`config.mk`:
```
export PLATFORM = sky130hd
export DESIGN_NAME = result_router
export DESIGN_NICKNAME = d
export VERILOG_FILES = /design/src/rtl/result_router.sv
export SDC_FILE = /design/constraint.sdc
export NUM_CORES = 1
export LEC_CHECK = 0
export BUFFER_PORTS_ARGS = -buffer_cell sky130_fd_sc_hd__buf_2
export CAP_MARGIN = 25
export CORE_MARGIN = 1
export CORE_UTILIZATION = 40
export DETAILED_ROUTE_END_ITERATION = 7
export GPL_TIMING_DRIVEN = 0
export MAX_ROUTING_LAYER = met4
export SLEW_MARGIN = 20
export SYNTH_ARGS = -nofsm -noshare
export SYNTH_HDL_FRONTEND = slang
export SYNTH_HIERARCHICAL = 1
export SYNTH_SLANG_ARGS = --single-unit
```
`constraint.sdc`:
```
create_clock -name clk -period 13 [get_ports clk]
set_clock_uncertainty 0.05 [all_clocks]
set_input_delay 2.6 -clock clk [delete_from_list [all_inputs] [get_ports clk]]
set_output_delay 2.6 -clock clk [all_outputs]
set_load 0.005 [all_outputs]
```
`src/rtl/result_router.sv`:
```
// Routes 36-bit read results to four per-ID FIFO channels and flags dropped results.
// Define RESULT_ROUTER_DROP_CNT_EN to build the saturating drop_cnt counter.

module result_router_chan #(
    parameter int DEPTH = 2
) (
    input  logic        clk,
    input  logic        rst,
    input  logic        push,
    input  logic [31:0] data_in,
    input  logic        ack,
    output logic [31:0] data_out,
    output logic        done,
    output logic        blocked
);
    localparam int AW = $clog2(DEPTH);
    localparam int CW = AW + 1;

    logic [31:0]   mem [DEPTH];
    logic [AW-1:0] rd_ptr, wr_ptr, rd_nxt;
    logic [CW-1:0] count;
    logic          pop;

    assign done    = (count != '0);
    assign pop     = ack & done;
    // A full buffer still accepts a push when the same edge pops.
    assign blocked = (count == CW'(DEPTH)) & ~pop;
    assign rd_nxt  = rd_ptr + 1'b1;

    always_ff @(posedge clk) begin
        if (!rst && push)
            mem[wr_ptr] <= data_in;
    end

    always_ff @(posedge clk) begin
        if (rst) begin
            rd_ptr   <= '0;
            wr_ptr   <= '0;
            count    <= '0;
            data_out <= 32'h0;
        end else begin
            if (push)
                wr_ptr <= wr_ptr + 1'b1;
            if (pop)
                rd_ptr <= rd_nxt;
            count <= count + CW'(push) - CW'(pop);
            // data_out is a registered copy of the head; it holds when the buffer drains.
            if (pop) begin
                if (count > CW'(1))
                    data_out <= mem[rd_nxt];
                else if (push)
                    data_out <= data_in;
            end else if (push && count == '0) begin
                data_out <= data_in;
            end
        end
    end
endmodule

module result_router #(
    parameter int BASE_ID = 1,
    parameter int DEPTH   = 2
) (
    input  logic        clk,
    input  logic        rst,
    input  logic        result_valid,
    input  logic [35:0] result,
    output logic [31:0] data_out_1,
    output logic [31:0] data_out_2,
    output logic [31:0] data_out_3,
    output logic [31:0] data_out_4,
    output logic        done_1,
    output logic        done_2,
    output logic        done_3,
    output logic        done_4,
    input  logic        ack_1,
    input  logic        ack_2,
    input  logic        ack_3,
    input  logic        ack_4,
    output logic        err,
    output logic [7:0]  drop_cnt
);
    localparam int NCH = 4;

    logic [4:0]            offset;
    logic                  in_range;
    logic [1:0]            sel;
    logic                  drop;
    logic [NCH-1:0]        ack, done, blocked, push;
    logic [NCH-1:0][31:0]  dout;

    // IDs below BASE_ID wrap to a large offset and fall out of range.
    assign offset   = {1'b0, result[35:32]} - 5'(BASE_ID);
    assign in_range = (offset < 5'd4);
    assign sel      = offset[1:0];
    assign drop     = result_valid & (~in_range | blocked[sel]);

    assign ack = {ack_4, ack_3, ack_2, ack_1};
    assign {done_4, done_3, done_2, done_1} = done;
    assign data_out_1 = dout[0];
    assign data_out_2 = dout[1];
    assign data_out_3 = dout[2];
    assign data_out_4 = dout[3];

    always_comb begin
        push = '0;
        for (int k = 0; k < NCH; k++)
            push[k] = result_valid & in_range & (sel == 2'(k)) & ~blocked[k];
    end

    for (genvar g = 0; g < NCH; g++) begin : g_chan
        result_router_chan #(.DEPTH(DEPTH)) u_chan (
            .clk      (clk),
            .rst      (rst),
            .push     (push[g]),
            .data_in  (result[31:0]),
            .ack      (ack[g]),
            .data_out (dout[g]),
            .done     (done[g]),
            .blocked  (blocked[g])
        );
    end

    always_ff @(posedge clk) begin
        if (rst)
            err <= 1'b0;
        else
            err <= drop;
    end

`ifdef RESULT_ROUTER_DROP_CNT_EN
    logic [7:0] drop_q;

    always_ff @(posedge clk) begin
        if (rst)
            drop_q <= 8'h00;
        else if (drop && drop_q != 8'hFF)
            drop_q <= drop_q + 8'h01;
    end

    assign drop_cnt = drop_q;
`else
    assign drop_cnt = 8'h00;
`endif
endmodule

```
Word-level counts from Yosys, hierarchy flattened
Memories as Yosys holds them, arrays and structs flattened.
Index checks and enable logic that the tools add are counted.
- input bits: 43
- bits in writable memories: 256
- memories: 4
- bits in registers: 145
- word-level logic and storage cells: 135
- order comparisons: 6
- eq/ne operators: 11
- $add $sub $neg: 17
- multiplexer cells: 26
- bitwise gates (word level): 28
- reductions and logical operators: 26
- memories (memory ; words ; bits a word ; rd ports ; clocked after Yosys merged registers in ; wr ports ; RTL line ; source):
    g_chan[0].u_chan.mem ; 2 ; 32 ; 1 ; 0 ; 1 ; 19 ; logic [31:0] mem [DEPTH];
    g_chan[1].u_chan.mem ; 2 ; 32 ; 1 ; 0 ; 1 ; 19 ;
    g_chan[2].u_chan.mem ; 2 ; 32 ; 1 ; 0 ; 1 ; 19 ;
    g_chan[3].u_chan.mem ; 2 ; 32 ; 1 ; 0 ; 1 ; 19 ;
- operators with widths (cell ; number):
    two-way mux 32 bit ; 16
    bitwise AND 1 bit ; 18
    nonzero test 2 bit ; 8
    == test 2 bit (second input constant) ; 6
    inequality test 3 x 2 -> 1 bit (second input constant) ; 4
    logical NOT 2 bit ; 5
    two-way mux 1 bit ; 9
    inverter 1 bit ; 9
    adder 1 bit (second input constant) ; 8
    adder 2 x 1 -> 2 bit ; 4
    > comparator 2 x 1 -> 1 bit (second input constant) ; 4
    logical AND 1 bit ; 8
    AND reduction 2 bit ; 4
    subtractor 2 x 1 -> 2 bit ; 4
    < comparator 5 x 3 -> 1 bit (second input constant) ; 1
    subtractor 4 x 1 -> 5 bit (second input constant) ; 1
    < comparator 2 x 3 -> 1 bit (second input constant) ; 1
    binary-select mux 1 bit (select 2 bit) ; 1
    == test 2 x 1 -> 1 bit (second input constant) ; 1
    logical NOT 1 bit ; 1
    OR 1 bit ; 1

Longest topological paths before layout
Gate-level depths: netlist of run 1.
- depth after elaboration: 9
- mapped depth: 10
- mapped depth without buffers: 8

Cells and area by module
Netlist of run 1, hierarchy kept.
- modules (own cells, without submodules) (module ; area an instance (µm²) ; cells an instance ; times used):
    result_router_chan ; 3870.0 ; 275 ; 4
    result_router ; 272.8 ; 33 ; 1

Least setup slack after synthesis of run 1
OpenSTA, ideal clock, no wires.
- path type: in2reg
- start point: input result[32]
- end point: memory g_chan[0].u_chan.mem[0][0] (enable)
- arrival time: 6193 ps
- stages on the path: 5
- slack: 6288 ps
- library setup time: 469 ps
- path through: inv_1 > ha_1 > o31a_2 > nor4_1 > nor3b_1
- cells in the longest elaborated chain, start to end: 8
- elaborated cells on any way between the ends: 9
- classes of those cells: add/sub: 1; order compare: 1; mux: 2; bitwise: 3; reduce/logical: 2
- ends and longest elaborated chain (element ; RTL line ; source):
    start, declared ; 67 ; input logic [35:0] result,
    subtractor 4 x 1 -> 5 bit (*) ; 93 ; assign offset = {1'b0, result[35:32]} - 5'(BASE_ID);
    < comparator 5 x 3 -> 1 bit ; 94 ; assign in_range = (offset < 5'd4);
    bitwise AND 1 bit ; 108 ; push[k] = result_valid & in_range & (sel == 2'(k)) & ~blocked[k];
    bitwise AND 1 bit (*) (2 in series) ; 108 ;
    net push[0] ; 89 ; logic [NCH-1:0] ack, done, blocked, push;
    logical AND 1 bit (*) ; 31 ; if (!rst && push)
    two-way mux 1 bit (*) ; 31 ;
    two-way mux 1 bit (not written as such) (*) ; 32 ; mem[wr_ptr] <= data_in;
    end, declared ; 19 ;
Mark *: on every way through the listed nets, which the timed path passes. The rest lies on a longest branch.

Final worst setup path of run 1
Ends and elaborated chain as after synthesis.

==> flow_summary.yaml, run 1 <==
run_status:
  run_status: "completed"
grt:
  grt_max_degree: 34
  gr-total-overflow: 0
  grt_pass1_wl_mm: 61.9
  grt_pass1_vias: 10100
  antenna_found_initial: 3
  gr-usage-all-layers: 0.210
setup_path:
  path_cells: "buf_2 -> inv_1 -> ha_1 -> o31a_2 -> nor4_1 -> nor3b_2 -> buf_4 -> buf_4"
  cp.required_ns: 13.19
  crit_type: "primary input to flop"
  rrSetupSlack_ns: 9.88
  worstSetupEndpoint: "g_chan[0].u_chan/mem[0][0]"
  cp_common_cell: "buf_4"
  worstPathMaxFanout: 9
  cp-end-kind: "flop"
  worst_r2r_endpoint: "g_chan[0].u_chan/mem[0][0]"
  critPathLaunchType: "primary input"
  worst_path_max_delay_cell: "nor4_1"
  cp-startpoint: "result[32]"
  arrival_ns: 5.52
  r2r_start: "g_chan[0].u_chan/count[1]"
  slowest_delay_ns: 0.81
  r2r_cells: 7
layout:
  nets: 1426
  area_growth_pct: 19.4
  layout-drive-gt1-share: 0.251
  nFillCells: 3463
clock_network:
  clk_pin_slew_ns: 0.06
  htreeDepth: 2
  cts_tree: "done"
  clock_sinks: 401
  cts_buffers: 42
  cts_buffer_depth: 3
  cts_hold_buffers: 0
  cts_resized: 0
  clkLatencyLatePin_ns: 0.54
  post_cts_buffers: 0
  cts-root-buf: "clkbuf_16"
logic_synthesis:
  yosysSeqAreaShare: 0.672
  synth_warnings: 6
  yosys-top-cells-count: "a21oi_1 (260), edfxtp_1 (256), dfxtp_1 (145)"
  async_flop_share: 0
  ys_ff_latch: 401
  synth_area_per_cell_sq_um: 13.9
  synth_cell_types: 38
  syn_area_sq_mm: 0.0158
  synth-edff-count: 256
  yosys.area.top_type: "edfxtp_1"
  synthCells: 1133
  synth_most_common_cell: "a21oi_1"
  synth_ff_type: "edfxtp_1"
  synth_top_area_share: 0.488
  synth.area.top_cells: "edfxtp_1 (49%), dfxtp_1 (18%), a21oi_1 (8.3%)"
route:
  via_per_inst: 5.29
  drtIter0Drc: 688
  vias: 10200
  wl_mm: 41.5
  drtPass1Iterations: 4
  routedWlPerCell_microns: 21.5
  drc: 0
  ant_nets: 0
timing:
  post-route-period-util: 0.410
  min_period_ns: 5.33
  setup_viol: 0
  tightest_slew_ns: 0.978
  fmaxAchievable_mhz: 188
  tns_ns: 0
  slew-limit-headroom: 0.342
  finalHoldViolations: 0
  grt_setup_unrepaired: "no"
  drv_slew: 0
place:
  gp_congestion: 0.777
  dp_hpwl_mm: 27.8
  portBuffers: 175
hold_path:
  min_from: "g_chan[3].u_chan/data_out[21]"
  hp-class: "flop to flop"
floorplanning:
  start_util: 0.407
  std_cell_rows: 72
  die_y_microns: 200
  ios: 184
  die_w_microns: 200
  core_sq_mm: 0.0387
  dieArea_sq_mm: 0.0402
pwr:
  p_leak_nw: 7.03
  vdd_drop_max_mv: 0.105
  power.total_mw: 2.68
  powerDensity_mw_per_mm2: 142
run:
  cap_violations: 0
-- placed cells by master, fill, tap and decap left out, types with 5 or more instances in the layout --
cell type / instances
a22o_1: 120
mux2i_1: 128
clkbuf_4: 12
a22o_2: 8
nor3_1: 6
o21ai_0: 12
and2_1: 5
buf_2: 215
buf_4: 22
conb_1: 8
buf_6: 21
dfxtp_1: 145
a21oi_1: 260
nand2_1: 6
clkbuf_8: 5
inv_1: 11
clkinv_2: 5
edfxtp_1: 256
nor2b_1: 8
nor2_1: 9
clkbuf_1: 32
clkbuf_16: 45
ha_1: 9
-- worst max-delay path, delay by kind of cell --
kind,cells,cell delay (ns)
AO/OA/AOI/OAI,1,0.38
AND/OR/NAND/NOR,2,1.53
adder cells (fa/ha/maj),1,0.23
buffers and inverters,4,0.78
-- layout make-up --
type                    instances  area, sq um  share of cell area
clock inverters                12          111             0.00592
plain buffers                 100          651              0.0346
inverters                      11         41.3             0.00219
diodes                          3         7.51            0.000399
repair buffers                190          992              0.0527
clock buffers                  66         1250              0.0667
flip-flops and latches        401        10600               0.563
multi-input cells             628         4520               0.240
well taps                     518          648              0.0345
-- how the worst min path moves through the flow --
stage / depth (start not counted) / slack, ns / endpoint
after floorplan: 1 / 0.42 / g_chan[0].u_chan/data_out[12]
after global placement: 1 / 0.41 / g_chan[1].u_chan/data_out[12]
after detailed placement: 1 / 0.41 / g_chan[0].u_chan/data_out[7]
after CTS: 1 / 0.43 / g_chan[2].u_chan/data_out[6]
after global routing: 1 / 0.44 / g_chan[0].u_chan/data_out[2]
final: 1 / 0.42 / g_chan[3].u_chan/data_out[21]
-- layer usage --
layer / global-route usage / wire length (microns) / up-vias
met5: - / 0 / -
met4: 0.0622 / 1040 / 0
met3: 0.0336 / 2220 / 68
met2: 0.334 / 19800 / 287
met1: 0.277 / 18400 / 4993
li1: - / - / 4847
-- sequential cells by signal (all words and copies together) (netlist names) --
name / flops
g_chan.u_chan/wr_ptr: 4
g_chan.u_chan/count: 8
g_chan.u_chan/rd_ptr: 4
g_chan.u_chan/data_out: 128
g_chan.u_chan/mem: 256
err: 1
-- power by group --
| part | switching, mW | internal, mW |
|---|---|---|
| logic | 0.0803 | 0.0412 |
| registers | 0.00709 | 1.37 |
| clock network | 0.481 | 0.702 |
| total | 0.569 | 2.11 |
-- cells by family after synthesis --
group                    synth area share
adder cells (fa/ha/maj)           0.00715
XOR/XNOR                          0.00445
flip-flops                          0.672
multiplexers                       0.0830
buffers and inverters              0.0439
other                            0.000238
AND/OR/NAND/NOR                    0.0239
AO/OA/AOI/OAI                       0.165
-- stage by stage --
stage               std cells  hold slack (ns)  cell area, sq um  setup WS (ns)   util
floorplan                1140            0.422             15800           6.29      -
global placement         1833            0.409             17300           3.79  0.447
detailed placement       1848            0.409             17400           7.11  0.450
CTS                      1926            0.426             18800           7.67  0.485
global route             1929            0.438             18800           7.48  0.486
finish                   1929            0.422             18800           7.67  0.486
No activity file was read; power rests on OpenSTA's default activity.
==> run 2, diff against run 1 <==
--- a/config.mk
+++ b/config.mk
@@ -5,6 +5,7 @@
 export SDC_FILE = /design/constraint.sdc
 export NUM_CORES = 1
 export LEC_CHECK = 0
+export ABC_AREA = 1
 export BUFFER_PORTS_ARGS = -buffer_cell sky130_fd_sc_hd__buf_2
 export CAP_MARGIN = 25
 export CORE_MARGIN = 1
==> constraint.sdc (replaced) <==
create_clock -name clk -period 5.5 [get_ports clk]
set_clock_uncertainty 0.05 [all_clocks]
set_input_delay 1.1 -clock clk [delete_from_list [all_inputs] [get_ports clk]]
set_output_delay 1.1 -clock clk [all_outputs]
set_load 0.005 [all_outputs]
==> run 2 against run 1 <==
Compared with the run above: non-clock buffer count increased by 19; via count grew 32%; clock power grew 130%; sequential power up 140%; sequential share of layout area shrank 5.2 points; power increased by 140%; die area is 11% higher; sequential cell count unchanged; register-to-register slack got worse by 7.0 ns; first-iteration DRC count is 30% higher; utilization shrank 0.47 points.
==> flow_summary.yaml, run 2 <==
run_status:
  run_status: "completed"
logic_synthesis:
  synth_cell_types: 23
  synth_simple_gate_area_frac: 0.236
  synth_most_common_cell: "nand2_1"
  synth_ff_type: "edfxtp_1"
  synth_warnings: 6
  synth_area_per_cell_sq_um: 8.89
  ys_ff_latch: 401
  syn_area_sq_mm: 0.0175
  synth-xor-area-share: 0
  synth.area.top_cells: "edfxtp_1 (44%), dfxtp_1 (17%), nand2_1 (14%)"
  yosys-top-cells-count: "nand2_1 (666), inv_1 (281), nand3_1 (258)"
  synthMuxAreaShare: 0
  yosysSeqAreaShare: 0.607
  async_flop_share: 0
  synth_top_area_share: 0.440
  synthCells: 1964
  synth_adder_area_share: 0.00645
  yosys.area.top_type: "edfxtp_1"
  synth-edff-count: 256
  synth_top_family_by_area: "simple AND/OR/NAND/NOR gates"
  synth_compound_area_frac: 0.0496
pwr:
  p_int_mw: 4.93
  clkPwrFrac: 0.431
  vdd_drop_max_mv: 0.185
  p_leak_nw: 9.28
  p_sw_mw: 1.42
  pwr-share-seq: 0.513
  sw_frac_of_total: 0.223
  power_frac_comb: 0.055
  powerDensity_mw_per_mm2: 306
  power.total_mw: 6.35
layout:
  seq_area_sq_mm: 0.0106
  fin_cells: 2835
  largest_reg_flops: 256
  multi_input_area_sq_mm: 0.00517
  mostFrequentLayoutCell: "nand2_1"
  largestRegisters: "g_chan.u_chan/mem (256), g_chan.u_chan/data_out (128), g_chan.u_chan/count (8)"
  area_growth_pct: 18.7
  layout.cells.most_common_list: "nand2_1 (666), inv_1 (281), nand3_1 (258)"
  nets: 2262
  layout-drive-gt1-share: 0.172
  nFillCells: 4089
  largest-register: "g_chan.u_chan/mem"
setup_path:
  r2r_start: "g_chan[2].u_chan/count[1]"
  slowest_delay_ns: 0.59
  crit_type: "primary input to flop"
  arrival_ns: 3.45
  worstPathMaxFanout: 10
  critPathLaunchType: "primary input"
  worst_r2r_endpoint: "g_chan[2].u_chan/mem[1][31]"
  cp-end-kind: "flop"
  path_cells: "buf_2 -> inv_2 -> ha_1 -> inv_1 -> nand2_1 -> nand2_1 -> nand4_4 -> nor2_1 -> inv_1 -> nor3_2 -> buf_6 -> buf_4"
  cpLargestDelayFamily: "simple AND/OR/NAND/NOR gates"
  worst_path_max_delay_cell: "nor3_2"
  rrSetupSlack_ns: 2.87
  cp.required_ns: 5.70
  r2r_cells: 10
  path_buf_inv: 6
timing:
  slew-limit-headroom: 0.454
  grt_setup_unrepaired: "no"
  post-route-period-util: 0.591
  min_period_ns: 3.25
  setup_slack_ns: 2.25
  finalHoldViolations: 0
  tns_ns: 0
  fmaxAchievable_mhz: 308
  tightest_slew_ns: 0.814
  drv_slew: 0
  setup_viol: 0
clock_network:
  post_cts_buffers: 0
  clock_sinks: 401
  cts_resized: 0
  clkLatencyLatePin_ns: 0.55
  cts_buffer_depth: 3
  cts_hold_buffers: 0
  clk_pin_slew_ns: 0.06
  htreeDepth: 2
  cts_tree: "done"
  cts-root-buf: "clkbuf_16"
  cts_buffers: 44
grt:
  gr-usage-all-layers: 0.204
  grt_pass1_vias: 12700
  gr-total-overflow: 0
  antenna_found_initial: 6
  grt_pass1_wl_mm: 68.3
  grt_max_degree: 26
place:
  portBuffers: 175
  placedCellCount: 2749
  gp_congestion: 0.840
  pre_cts_ws_ns: 1.65
  dp_hpwl_mm: 31.7
hold_path:
  min_from: "g_chan[2].u_chan/wr_ptr"
  min_to: "g_chan[2].u_chan/wr_ptr"
  hold_depth: 2
  hp-class: "flop to flop"
route:
  ant_nets: 0
  drc: 0
  drtIter0Drc: 897
  routedWlPerCell_microns: 15.5
  wl_mm: 44.0
  via_per_inst: 4.76
  vias: 13500
  drtPass1Iterations: 5
floorplanning:
  die_w_microns: 211
  die_y_microns: 211
  std_cell_rows: 76
  ios: 184
  start_util: 0.405
  dieArea_sq_mm: 0.0445
  core_sq_mm: 0.0431
run:
  cap_violations: 0
run 2: power groups by stage:
stage / clock network, mW / logic (mW) / registers [mW]
2_1_floorplan: 0 / 0.190 / 3.32
3_3_place_gp: 0 / 0.341 / 3.32
3_5_place_dp: 0 / 0.352 / 3.32
4_1_cts: 2.81 / 0.354 / 3.26
5_1_grt: 2.93 / 0.395 / 3.26
6_report: 2.74 / 0.351 / 3.26
run 2: per-stage QoR:
step	util	area [sq um]	hold slack [ns]
after floorplan	-	17500	0.394
after global placement	0.443	19100	0.401
after detailed placement	0.450	19400	0.410
after CTS	0.481	20700	0.418
after global routing	0.481	20700	0.445
final	0.481	20700	0.416
run 2: worst register-to-register path, delay by kind of cell, from the launching register on:
family                 cells  cell delay (ns)
buffers and inverters      6             0.91
DFF                        1             0.30
and+or+nand+nor            4             1.08
run 2: worst max-delay path by stage:
stage | from | to | slack (ns) | cells past startpoint
after floorplan | result[32] | g_chan[0].u_chan/mem[1][0] | 0.85 | 9
after global placement | result[33] | g_chan[1].u_chan/mem[1][19] | -1.01 | 10
after detailed placement | result[32] | g_chan[2].u_chan/mem[1][21] | 1.65 | 12
after CTS | result[32] | g_chan[2].u_chan/mem[1][31] | 2.21 | 12
after global routing | result[32] | g_chan[2].u_chan/mem[1][31] | 2.04 | 12
final | result[32] | g_chan[2].u_chan/mem[1][31] | 2.25 | 12
run 2: layout make-up:
type	instances	share of cell area
sequential	401	0.511
multi-input combinational	1156	0.250
clock buffer	61	0.0606
inverter	298	0.0540
timing repair buffer	193	0.0534
tap	585	0.0353
buffer	116	0.0312
clock inverter	19	0.00399
antenna	6	0.000725
run 2: layer usage:
metal	vias up	track usage	wire length, microns
li1	6757	-	-
met4	0	0.0655	1170
met3	86	0.0318	2550
met2	352	0.325	20900
met5	-	-	0
met1	6296	0.266	19400
run 2: cell families (layout without fill, tap and decap cells):
logic type	count (synthesis)	after routing
and+or+nand+nor	979	979
buffers and inverters	414	687
DFF	401	401
AOI/OAI and AO/OA	160	160
adders and majority gates	9	9
other	1	14
